## src/rtl/uart_ext_pkg.sv

```systemverilog
// Shared types and helpers for the parametrised UART: parity encodings, FSM state
// enums and the oversample-tick divider calculation.
package uart_ext_pkg;

    localparam int unsigned PAR_NONE = 0;
    localparam int unsigned PAR_ODD  = 1;
    localparam int unsigned PAR_EVEN = 2;

    typedef enum logic [2:0] {TxIdle, TxStart, TxData, TxParity, TxStop} tx_state_t;
    typedef enum logic [2:0] {RxIdle, RxStart, RxData, RxParity, RxStop} rx_state_t;

    function automatic int unsigned os_div(input int unsigned clk, input int unsigned baud,
                                           input int unsigned os);
        int unsigned d;
        d = clk / (baud * os);
        return (d == 0) ? 1 : d;
    endfunction

endpackage

```

## src/rtl/uart_ext_fifo.sv

```systemverilog
// Synchronous FIFO with registered flags and a registered show-ahead head output
// that reads as zero while the FIFO is empty.
module uart_ext_fifo #(
    parameter int unsigned DATA_WIDTH = 8,
    parameter int unsigned DEPTH      = 64
) (
    input  logic                  clock,
    input  logic                  reset_n,
    input  logic                  write_en,
    input  logic [DATA_WIDTH-1:0] data_in,
    input  logic                  read_en,
    output logic [DATA_WIDTH-1:0] data_out,
    output logic                  empty,
    output logic                  full
);
    localparam int unsigned AW = $clog2(DEPTH);
    localparam int unsigned CW = AW + 1;

    logic [DATA_WIDTH-1:0] mem [DEPTH];
    logic [AW-1:0]         wr_ptr_q, rd_ptr_q, rd_ptr_d;
    logic [CW-1:0]         count_q, count_d;
    logic                  do_push, do_pop;
    logic [DATA_WIDTH-1:0] head_d;

    always_comb begin
        do_pop   = read_en && !empty;
        // A push on a full FIFO is accepted only when a pop frees a slot in the same clock.
        do_push  = write_en && (!full || do_pop);
        rd_ptr_d = do_pop ? rd_ptr_q + AW'(1) : rd_ptr_q;
        count_d  = count_q + CW'(do_push) - CW'(do_pop);
        if (count_d == '0) begin
            head_d = '0;
        end else if (do_push && (wr_ptr_q == rd_ptr_d)) begin
            head_d = data_in;
        end else begin
            head_d = mem[rd_ptr_d];
        end
    end

    always_ff @(posedge clock) begin
        if (do_push) begin
            mem[wr_ptr_q] <= data_in;
        end
    end

    always_ff @(posedge clock or negedge reset_n) begin
        if (!reset_n) begin
            wr_ptr_q <= '0;
            rd_ptr_q <= '0;
            count_q  <= '0;
            data_out <= '0;
            empty    <= 1'b1;
            full     <= 1'b0;
        end else begin
            if (do_push) begin
                wr_ptr_q <= wr_ptr_q + AW'(1);
            end
            rd_ptr_q <= rd_ptr_d;
            count_q  <= count_d;
            data_out <= head_d;
            empty    <= (count_d == '0);
            full     <= (count_d == CW'(DEPTH));
        end
    end

endmodule

```

## src/rtl/uart_ext.sv

```systemverilog
// Full-duplex UART with configurable width, parity and stop bits, 16x oversampled
// receiver with sticky error flags, and TX/RX FIFOs.
module uart_ext
    import uart_ext_pkg::*;
#(
    parameter int unsigned CLOCK_FREQUENCY = 27000000,
    parameter int unsigned BAUD_RATE       = 115200,
    parameter int unsigned OVERSAMPLE      = 16,
    parameter int unsigned DATA_BITS       = 8,
    parameter int unsigned PARITY          = 0,
    parameter int unsigned STOP_BITS       = 1,
    parameter int unsigned FIFO_DEPTH      = 64
) (
    input  logic                 clock,
    input  logic                 reset_n,
    output logic                 uart_tx_pin,
    input  logic                 uart_rx_pin,
    input  logic [DATA_BITS-1:0] tx_fifo_data_in,
    input  logic                 tx_fifo_write_en,
    output logic                 tx_fifo_full,
    output logic                 tx_busy,
    output logic                 rx_fifo_empty,
    output logic [DATA_BITS-1:0] rx_fifo_data_out,
    input  logic                 rx_fifo_read_en,
    output logic                 rx_frame_error,
    output logic                 rx_parity_error,
    output logic                 rx_overrun,
    input  logic                 err_clear
);
    localparam int unsigned OS_DIV    = os_div(CLOCK_FREQUENCY, BAUD_RATE, OVERSAMPLE);
    localparam int unsigned DivW      = (OS_DIV > 1) ? $clog2(OS_DIV) : 1;
    localparam int unsigned CntW      = $clog2(STOP_BITS * OVERSAMPLE);
    localparam bit          HasParity = (PARITY != PAR_NONE);

    function automatic logic par_bit(input logic [DATA_BITS-1:0] d);
        return (PARITY == PAR_ODD) ? ~^d : ^d;
    endfunction

    // Oversample tick generator
    logic [DivW-1:0] div_cnt;
    logic            os_tick;

    assign os_tick = (div_cnt == DivW'(OS_DIV - 1));

    always_ff @(posedge clock or negedge reset_n) begin
        if (!reset_n) begin
            div_cnt <= '0;
        end else begin
            div_cnt <= os_tick ? '0 : div_cnt + DivW'(1);
        end
    end

    // Transmitter
    tx_state_t            tx_state;
    logic                 tx_pend;
    logic [CntW-1:0]      tx_cnt, tx_last;
    logic [2:0]           tx_bit;
    logic [DATA_BITS-1:0] tx_shift, tx_head;
    logic                 tx_par, tx_empty, tx_pop, tx_bit_end;

    always_comb begin
        tx_last    = (tx_state == TxStop) ? CntW'(STOP_BITS * OVERSAMPLE - 1)
                                          : CntW'(OVERSAMPLE - 1);
        tx_bit_end = os_tick && (tx_cnt == tx_last);
        // Popping at the end of STOP lets back-to-back frames run without an idle gap.
        tx_pop     = !tx_empty && ((tx_state == TxIdle && !tx_pend) ||
                                   (tx_state == TxStop && tx_bit_end));
    end

    assign tx_busy = (tx_state != TxIdle) || tx_pend || !tx_empty;

    always_ff @(posedge clock or negedge reset_n) begin
        if (!reset_n) begin
            tx_state    <= TxIdle;
            tx_pend     <= 1'b0;
            tx_cnt      <= '0;
            tx_bit      <= '0;
            tx_shift    <= '0;
            tx_par      <= 1'b0;
            uart_tx_pin <= 1'b1;
        end else begin
            if (tx_pop) begin
                tx_shift <= tx_head;
                tx_par   <= par_bit(tx_head);
            end
            case (tx_state)
                TxIdle: begin
                    if (tx_pop) begin
                        tx_pend <= 1'b1;
                    end else if (tx_pend && os_tick) begin
                        tx_pend     <= 1'b0;
                        tx_state    <= TxStart;
                        tx_cnt      <= '0;
                        uart_tx_pin <= 1'b0;
                    end
                end
                default: begin
                    if (os_tick && !tx_bit_end) begin
                        tx_cnt <= tx_cnt + CntW'(1);
                    end else if (tx_bit_end) begin
                        tx_cnt <= '0;
                        unique case (tx_state)
                            TxStart: begin
                                tx_state    <= TxData;
                                tx_bit      <= '0;
                                uart_tx_pin <= tx_shift[0];
                            end
                            TxData: begin
                                if (tx_bit == 3'(DATA_BITS - 1)) begin
                                    tx_state    <= HasParity ? TxParity : TxStop;
                                    uart_tx_pin <= HasParity ? tx_par : 1'b1;
                                end else begin
                                    tx_bit      <= tx_bit + 3'd1;
                                    tx_shift    <= tx_shift >> 1;
                                    uart_tx_pin <= tx_shift[1];
                                end
                            end
                            TxParity: begin
                                tx_state    <= TxStop;
                                uart_tx_pin <= 1'b1;
                            end
                            TxStop: begin
                                tx_state    <= tx_pop ? TxStart : TxIdle;
                                uart_tx_pin <= !tx_pop;
                            end
                            default: tx_state <= TxIdle;
                        endcase
                    end
                end
            endcase
        end
    end

    uart_ext_fifo #(
        .DATA_WIDTH(DATA_BITS),
        .DEPTH     (FIFO_DEPTH)
    ) u_tx_fifo (
        .clock   (clock),
        .reset_n (reset_n),
        .write_en(tx_fifo_write_en),
        .data_in (tx_fifo_data_in),
        .read_en (tx_pop),
        .data_out(tx_head),
        .empty   (tx_empty),
        .full    (tx_fifo_full)
    );

    // Receiver
    logic [1:0]           rx_sync;
    logic                 rx_s;
    rx_state_t            rx_state;
    logic [CntW-1:0]      rx_cnt;
    logic [2:0]           rx_bit;
    logic [DATA_BITS-1:0] rx_shift;
    logic                 rx_par_bit, rx_sample, rx_done, rx_push, rx_full;

    assign rx_s      = rx_sync[1];
    assign rx_sample = os_tick && (rx_cnt == CntW'(OVERSAMPLE - 1));
    assign rx_done   = (rx_state == RxStop) && rx_sample;
    assign rx_push   = rx_done && !rx_full;

    always_ff @(posedge clock or negedge reset_n) begin
        if (!reset_n) begin
            rx_sync    <= 2'b11;
            rx_state   <= RxIdle;
            rx_cnt     <= '0;
            rx_bit     <= '0;
            rx_shift   <= '0;
            rx_par_bit <= 1'b0;
        end else begin
            rx_sync <= {rx_sync[0], uart_rx_pin};
            case (rx_state)
                RxIdle: begin
                    if (os_tick && !rx_s) begin
                        rx_state <= RxStart;
                        rx_cnt   <= '0;
                    end
                end
                RxStart: begin
                    if (os_tick) begin
                        if (rx_cnt == CntW'(OVERSAMPLE / 2 - 1)) begin
                            // Line high at mid-start is a glitch, not a frame.
                            rx_cnt   <= '0;
                            rx_bit   <= '0;
                            rx_state <= rx_s ? RxIdle : RxData;
                        end else begin
                            rx_cnt <= rx_cnt + CntW'(1);
                        end
                    end
                end
                default: begin
                    if (os_tick && !rx_sample) begin
                        rx_cnt <= rx_cnt + CntW'(1);
                    end else if (rx_sample) begin
                        rx_cnt <= '0;
                        unique case (rx_state)
                            RxData: begin
                                rx_shift <= {rx_s, rx_shift[DATA_BITS-1:1]};
                                if (rx_bit == 3'(DATA_BITS - 1)) begin
                                    rx_state <= HasParity ? RxParity : RxStop;
                                end else begin
                                    rx_bit <= rx_bit + 3'd1;
                                end
                            end
                            RxParity: begin
                                rx_par_bit <= rx_s;
                                rx_state   <= RxStop;
                            end
                            default: rx_state <= RxIdle;
                        endcase
                    end
                end
            endcase
        end
    end

    always_ff @(posedge clock or negedge reset_n) begin
        if (!reset_n) begin
            rx_frame_error  <= 1'b0;
            rx_parity_error <= 1'b0;
            rx_overrun      <= 1'b0;
        end else begin
            if (rx_done && !rx_s) begin
                rx_frame_error <= 1'b1;
            end else if (err_clear) begin
                rx_frame_error <= 1'b0;
            end
            if (rx_done && HasParity && (par_bit(rx_shift) != rx_par_bit)) begin
                rx_parity_error <= 1'b1;
            end else if (err_clear) begin
                rx_parity_error <= 1'b0;
            end
            if (rx_done && rx_full) begin
                rx_overrun <= 1'b1;
            end else if (err_clear) begin
                rx_overrun <= 1'b0;
            end
        end
    end

    uart_ext_fifo #(
        .DATA_WIDTH(DATA_BITS),
        .DEPTH     (FIFO_DEPTH)
    ) u_rx_fifo (
        .clock   (clock),
        .reset_n (reset_n),
        .write_en(rx_push),
        .data_in (rx_shift),
        .read_en (rx_fifo_read_en),
        .data_out(rx_fifo_data_out),
        .empty   (rx_fifo_empty),
        .full    (rx_full)
    );

endmodule

```

## config.mk

```make
export PLATFORM = sky130hd
export DESIGN_NAME = uart_ext
export DESIGN_NICKNAME = d
export VERILOG_FILES = /design/src/rtl/uart_ext_pkg.sv /design/src/rtl/uart_ext_fifo.sv /design/src/rtl/uart_ext.sv
export SDC_FILE = /design/constraint.sdc
export NUM_CORES = 1
export LEC_CHECK = 0
export BUFFER_PORTS_ARGS = -buffer_cell sky130_fd_sc_hd__buf_2
export CAP_MARGIN = 20
export CORE_UTILIZATION = 40
export DETAILED_ROUTE_END_ITERATION = 10
export PLACE_DENSITY_LB_ADDON = 0.05
export SLEW_MARGIN = 20
export SYNTH_ARGS = -nofsm -noshare
export SYNTH_HDL_FRONTEND = slang
export SYNTH_SLANG_ARGS = --single-unit
```

## constraint.sdc

```tcl
create_clock -name clock -period 4.32 [get_ports clock]
set_input_delay 0.432 -clock clock [delete_from_list [all_inputs] [get_ports clock]]
set_output_delay 0.432 -clock clock [all_outputs]
set_load 0.005 [all_outputs]
```

==> results by stage <==
Yosys:
- The async set-or-reset flop fraction in the synthesized netlist is 9.22%.
- Counting instances in the post-synthesis netlist gives the leading cell types as edfxtp_1 (1024), a221oi_1 (319), mux2i_1 (313), nor2_1 (291), clkbuf_1 (161).
- The largest total area in the synthesized netlist belongs to edfxtp_1.
- In the post-synthesis netlist, the cell with the most instances is edfxtp_1.
- In the synthesized netlist the dominant register cell turns out to be edfxtp_1.
- By area the synthesized netlist is led by edfxtp_1 (58%), mux2i_1 (6.0%), a221oi_1 (5.3%).
- After synthesis the cells add up to 52600 um^2.
- Yosys mapped a number of flops with a built-in enable equal to 1024.
- The total nets after synthesis is 3686.
- The number of register bits inferred by synthesis is 1128.
- The number of standard cells after synthesis is 3646.
- The distinct cell type count after synthesis is 83.
- The mean post-synth cell area is 14.4 um^2.
- The post-synthesis sequential area ratio is 63.5%.
- The share of Yosys cell area claimed by the top area cell type is 58.5%.
- Yosys printed 0 warnings.

Power and ir drop:
- Summing internal, switching and leakage power gives 36.2 mW.
- IR analysis of the VDD net gives a maximum drop of 0.573 mV.
- The static leakage is 19.0 nW.
- Of the total power, registers draw 35.2%.
- The internal cell power is 23.6 mW.
- The share of total power dissipated in combinational logic is 34.6%.
- The analysis attributes to net switching a power of 12.6 mW.
- The total power divided by cell area is 606 nW/um^2.
- Per report_power, the clock group accounts for 30.3% of the total.
- The share of total power consumed by net switching is 34.9%.

Detailed routing:
- Dividing the detail-routed wire length by the instance count gives 28.0 um.
- The number of antenna-violating nets in the routed design is 0.
- The routed layout has 34882 vias.
- For this block, the routed nets add up to 155000 um of wire.
- The via-per-instance ratio is 6.29.
- The DRC marker count from the first detailed-route iteration is 3566.
- After detailed routing, the number of remaining DRC violations is 0.
- Before antenna repair, the detailed router went through 8 iterations.

Clocking:
- In this run the deepest clock path goes through 3 buffers.
- TritonCTS built the clock tree.
- The count of clock tree sinks is 1128.
- Clock-pin slew was measured on the worst setup and hold paths at 60 ps.
- The clock tree root driver cell is clkbuf_16.
- At the later pin of the worst-skew pair, clock insertion delay measures 760 ps.
- The count of H-tree levels built during CTS is 4.
- Clock tree synthesis inserted a total of 132 buffers.

Global route:
- Global routing used 23.3% of the available tracks across all layers.
- The first-pass GRT wire length is 231000 um.
- Global routing finished with a remaining overflow of 0.
- Entering global routing, the biggest net connects 110 pins.
- The initial antenna violation count is 2.
- The via count of the first global-routing pass is 34599.

Flow run:
- The tool flagged a number of max-cap violations equal to 0.

STA:
- The number of hold violations in the final report is 0.
- The clock period minus final worst setup slack is 4200 ps.
- The total negative setup slack is 0 ps.
- The number of pins exceeding their max-slew limit in the final report is 0.
- The post-route worst hold slack is 44.1 ps.
- For the pin with the worst max-slew slack, the measured transition is 1060 ps.
- Across the routed clock network, the largest skew measured is 21.0 ps.
- Derived from the worst setup path, the maximum achievable clock frequency is 238 MHz.
- In the finished design, the share of the clock period the worst path needs comes to 97.2%.
- Setup violations remaining at the end of the flow were counted as 0.
- The post-layout worst setup margin is 121 ps.
- The worst slew margin relative to its limit is 29.3%.

Cells and area:
- The fraction of final layout cells sized beyond drive strength 1 is 15.5%.
- The finished layout holds 5542 standard cells, fillers aside.
- The total of fill cells in the finished design is 11361.
- The cell area after layout is 59800 um^2.
- The net count of the finished layout is 3735.
- For this run, the share of the core covered by cells in the final layout is 46.0%.
- Compared with the post-synthesis result, the final layout area differs by 13.7%.

Die:
- In this run the core area contains 132 standard-cell rows.
- The number of top-level pins is 29.
- After floorplanning, the core was sized to cover 130000 um^2.
- The die is 365 um wide.
- The floorplan step defined a die boundary enclosing 133000 um^2.
- The initial cell density of the core is 40.4%.
- The die is 365 um tall.

Hold path:
- The startpoint identified for the worst hold timing path is tx_fifo_data_in[1].
- In this run the worst hold path is classified as input port to register.
- Along the worst hold path, the cell count comes to 1.
- The worst hold path terminates at u_tx_fifo.mem[56][1]$_DFFE_PP_.

Placement:
- The number of instances in the placed design is 5299.
- The total cell area at the placement stage is 55500 um^2.
- The number of buffers inserted by port buffering is 27.
- The post-placement worst setup slack is 173 ps.
- The congestion estimate from routability-driven global placement came to 0.850.
- Once detailed placement completed, the half-perimeter wirelength came to 98000 um.

Setup path:
- The maximum fanout count along the critical path is 57.
- The path depth of the worst reg2reg path is 12.
- The startpoint identified for the worst register-to-register timing path is tx_cnt[0]$_DFFE_PN0P_.
- The data required time at the worst endpoint is 4950 ps.
- In this run the register-to-register setup slack is 120 ps.
- For the worst setup path, the data arrival time is 4830 ps.
- In this run the critical register-to-register path is captured at u_tx_fifo.data_out[3]$_DFF_PN0_.
- The type of the worst setup path is register to register.
- The worst setup path is captured at a register.
- The worst setup path is launched from a register.

Run status:
- The run finished with clean final reports.
area by class of cell:
type | count | area [um^2] | share of cell area [%]
diodes | 1 | 2.50 | 0.00419
multi-input cells | 2134 | 17600 | 29.4
clock inverters | 65 | 631 | 1.06
clock buffers | 173 | 3610 | 6.05
inverters | 46 | 188 | 0.314
flip-flops and latches | 1128 | 33400 | 55.8
repair buffers | 253 | 2220 | 3.71
well taps | 1742 | 2180 | 3.65
what timing repair did:
item,4_1_cts,5_1_grt
hold endpoints to repair,45,0
buffers inserted,0,1
endpoints found under the setup margin,0,7
hold buffers,3,0
resized for setup,0,4
routing by layer:
metal	global-route usage (%)	up-vias	part of all wire [%]
met5	0	-	0.011
met4	8.41	2	3.3
met3	3.46	261	5.0
met2	39.6	1217	50
met1	30.1	17989	42
li1	-	15413	-
worst max-delay path: stages, from the launching register on:
cell       delay, ps
dfrtp_1          400
ha_1             250
and3_1           220
buf_4            160
and4_1           340
or2_4            420
buf_12           230
a222oi_1         480
a2111oi_0        220
buf_4            170
nor4_1           440
nand4b_1         380
and3_1           330
logic make-up (layout without fill, tap and decap cells):
group	Yosys count	in the layout	synth area share [%]
flops	1128	1128	63.5
simple gates	621	621	5.43
fa+ha+maj	26	26	0.647
mux	411	411	9.77
buf+inv	384	537	3.34
compound gates	1034	1034	16.6
other cells	1	2	0.00713
xor+xnor	41	41	0.764
how the worst max path moves through the flow:
stage	to	slack [ps]	startpoint
final	u_tx_fifo.data_out[3]$_DFF_PN0_	120	tx_cnt[0]$_DFFE_PN0P_
after global routing	u_tx_fifo.data_out[3]$_DFF_PN0_	-7	tx_cnt[0]$_DFFE_PN0P_
after CTS	u_tx_fifo.data_out[3]$_DFF_PN0_	120	tx_cnt[0]$_DFFE_PN0P_
after detailed placement	u_tx_fifo.data_out[3]$_DFF_PN0_	170	tx_cnt[0]$_DFFE_PN0P_
after global placement	u_tx_fifo.data_out[1]$_DFF_PN0_	110	tx_cnt[0]$_DFFE_PN0P_
after floorplan	u_tx_fifo.data_out[5]$_DFF_PN0_	70	tx_cnt[0]$_DFFE_PN0P_
cells in the final DEF, fill, tap and decap left out, drive strengths merged, types with 7 or more instances in the layout:
cell / count
clkbuf: 173
and3: 11
dfrtp: 99
a22oi: 37
nand3b: 9
a221oi: 320
o32ai: 16
clkinv: 47
nand2: 101
a22o: 110
nand3: 22
nand4b: 10
ha: 24
a222oi: 72
mux2i: 313
bufinv: 10
o21ai: 52
buf: 250
xnor2: 30
o22ai: 34
xor2: 9
inv: 51
nor2: 292
a31oi: 11
o211ai: 31
nor4: 12
a221o: 160
a311oi: 13
mux4: 80
a2111oi: 17
o2111ai: 7
a21oi: 39
mux2: 18
a211oi: 73
edfxtp: 1024
o31ai: 11
nor3: 103
nor2b: 18
registers in the layout, summed over array words and instances (netlist names), 2 cells and up:
| signal | count |
|---|---|
| u_tx_fifo.mem | 512 |
| tx_shift | 8 |
| tx_state | 3 |
| rx_sync | 2 |
| u_tx_fifo.rd_ptr_q | 6 |
| u_tx_fifo.count_q | 7 |
| u_rx_fifo.mem | 512 |
| u_tx_fifo.data_out | 8 |
| div_cnt | 4 |
| rx_state | 3 |
| u_tx_fifo.wr_ptr_q | 6 |
| tx_cnt | 4 |
| tx_bit | 3 |
| u_rx_fifo.wr_ptr_q | 6 |
| rx_bit | 3 |
| u_rx_fifo.rd_ptr_q | 6 |
| u_rx_fifo.count_q | 7 |
| rx_shift | 8 |
| u_rx_fifo.data_out | 8 |
| rx_cnt | 4 |
power groups by stage:
stage                     Combinational [mW]  Sequential (mW)  Clock (mW)
after floorplan                         8.79             12.7           0
after global placement                  12.3             12.9           0
after detailed placement                12.5             12.9           0
after CTS                               12.6             12.7        11.2
after global routing                    13.4             12.8        11.6
final                                   12.5             12.7        11.0
(Power assumes the default switching activity.)
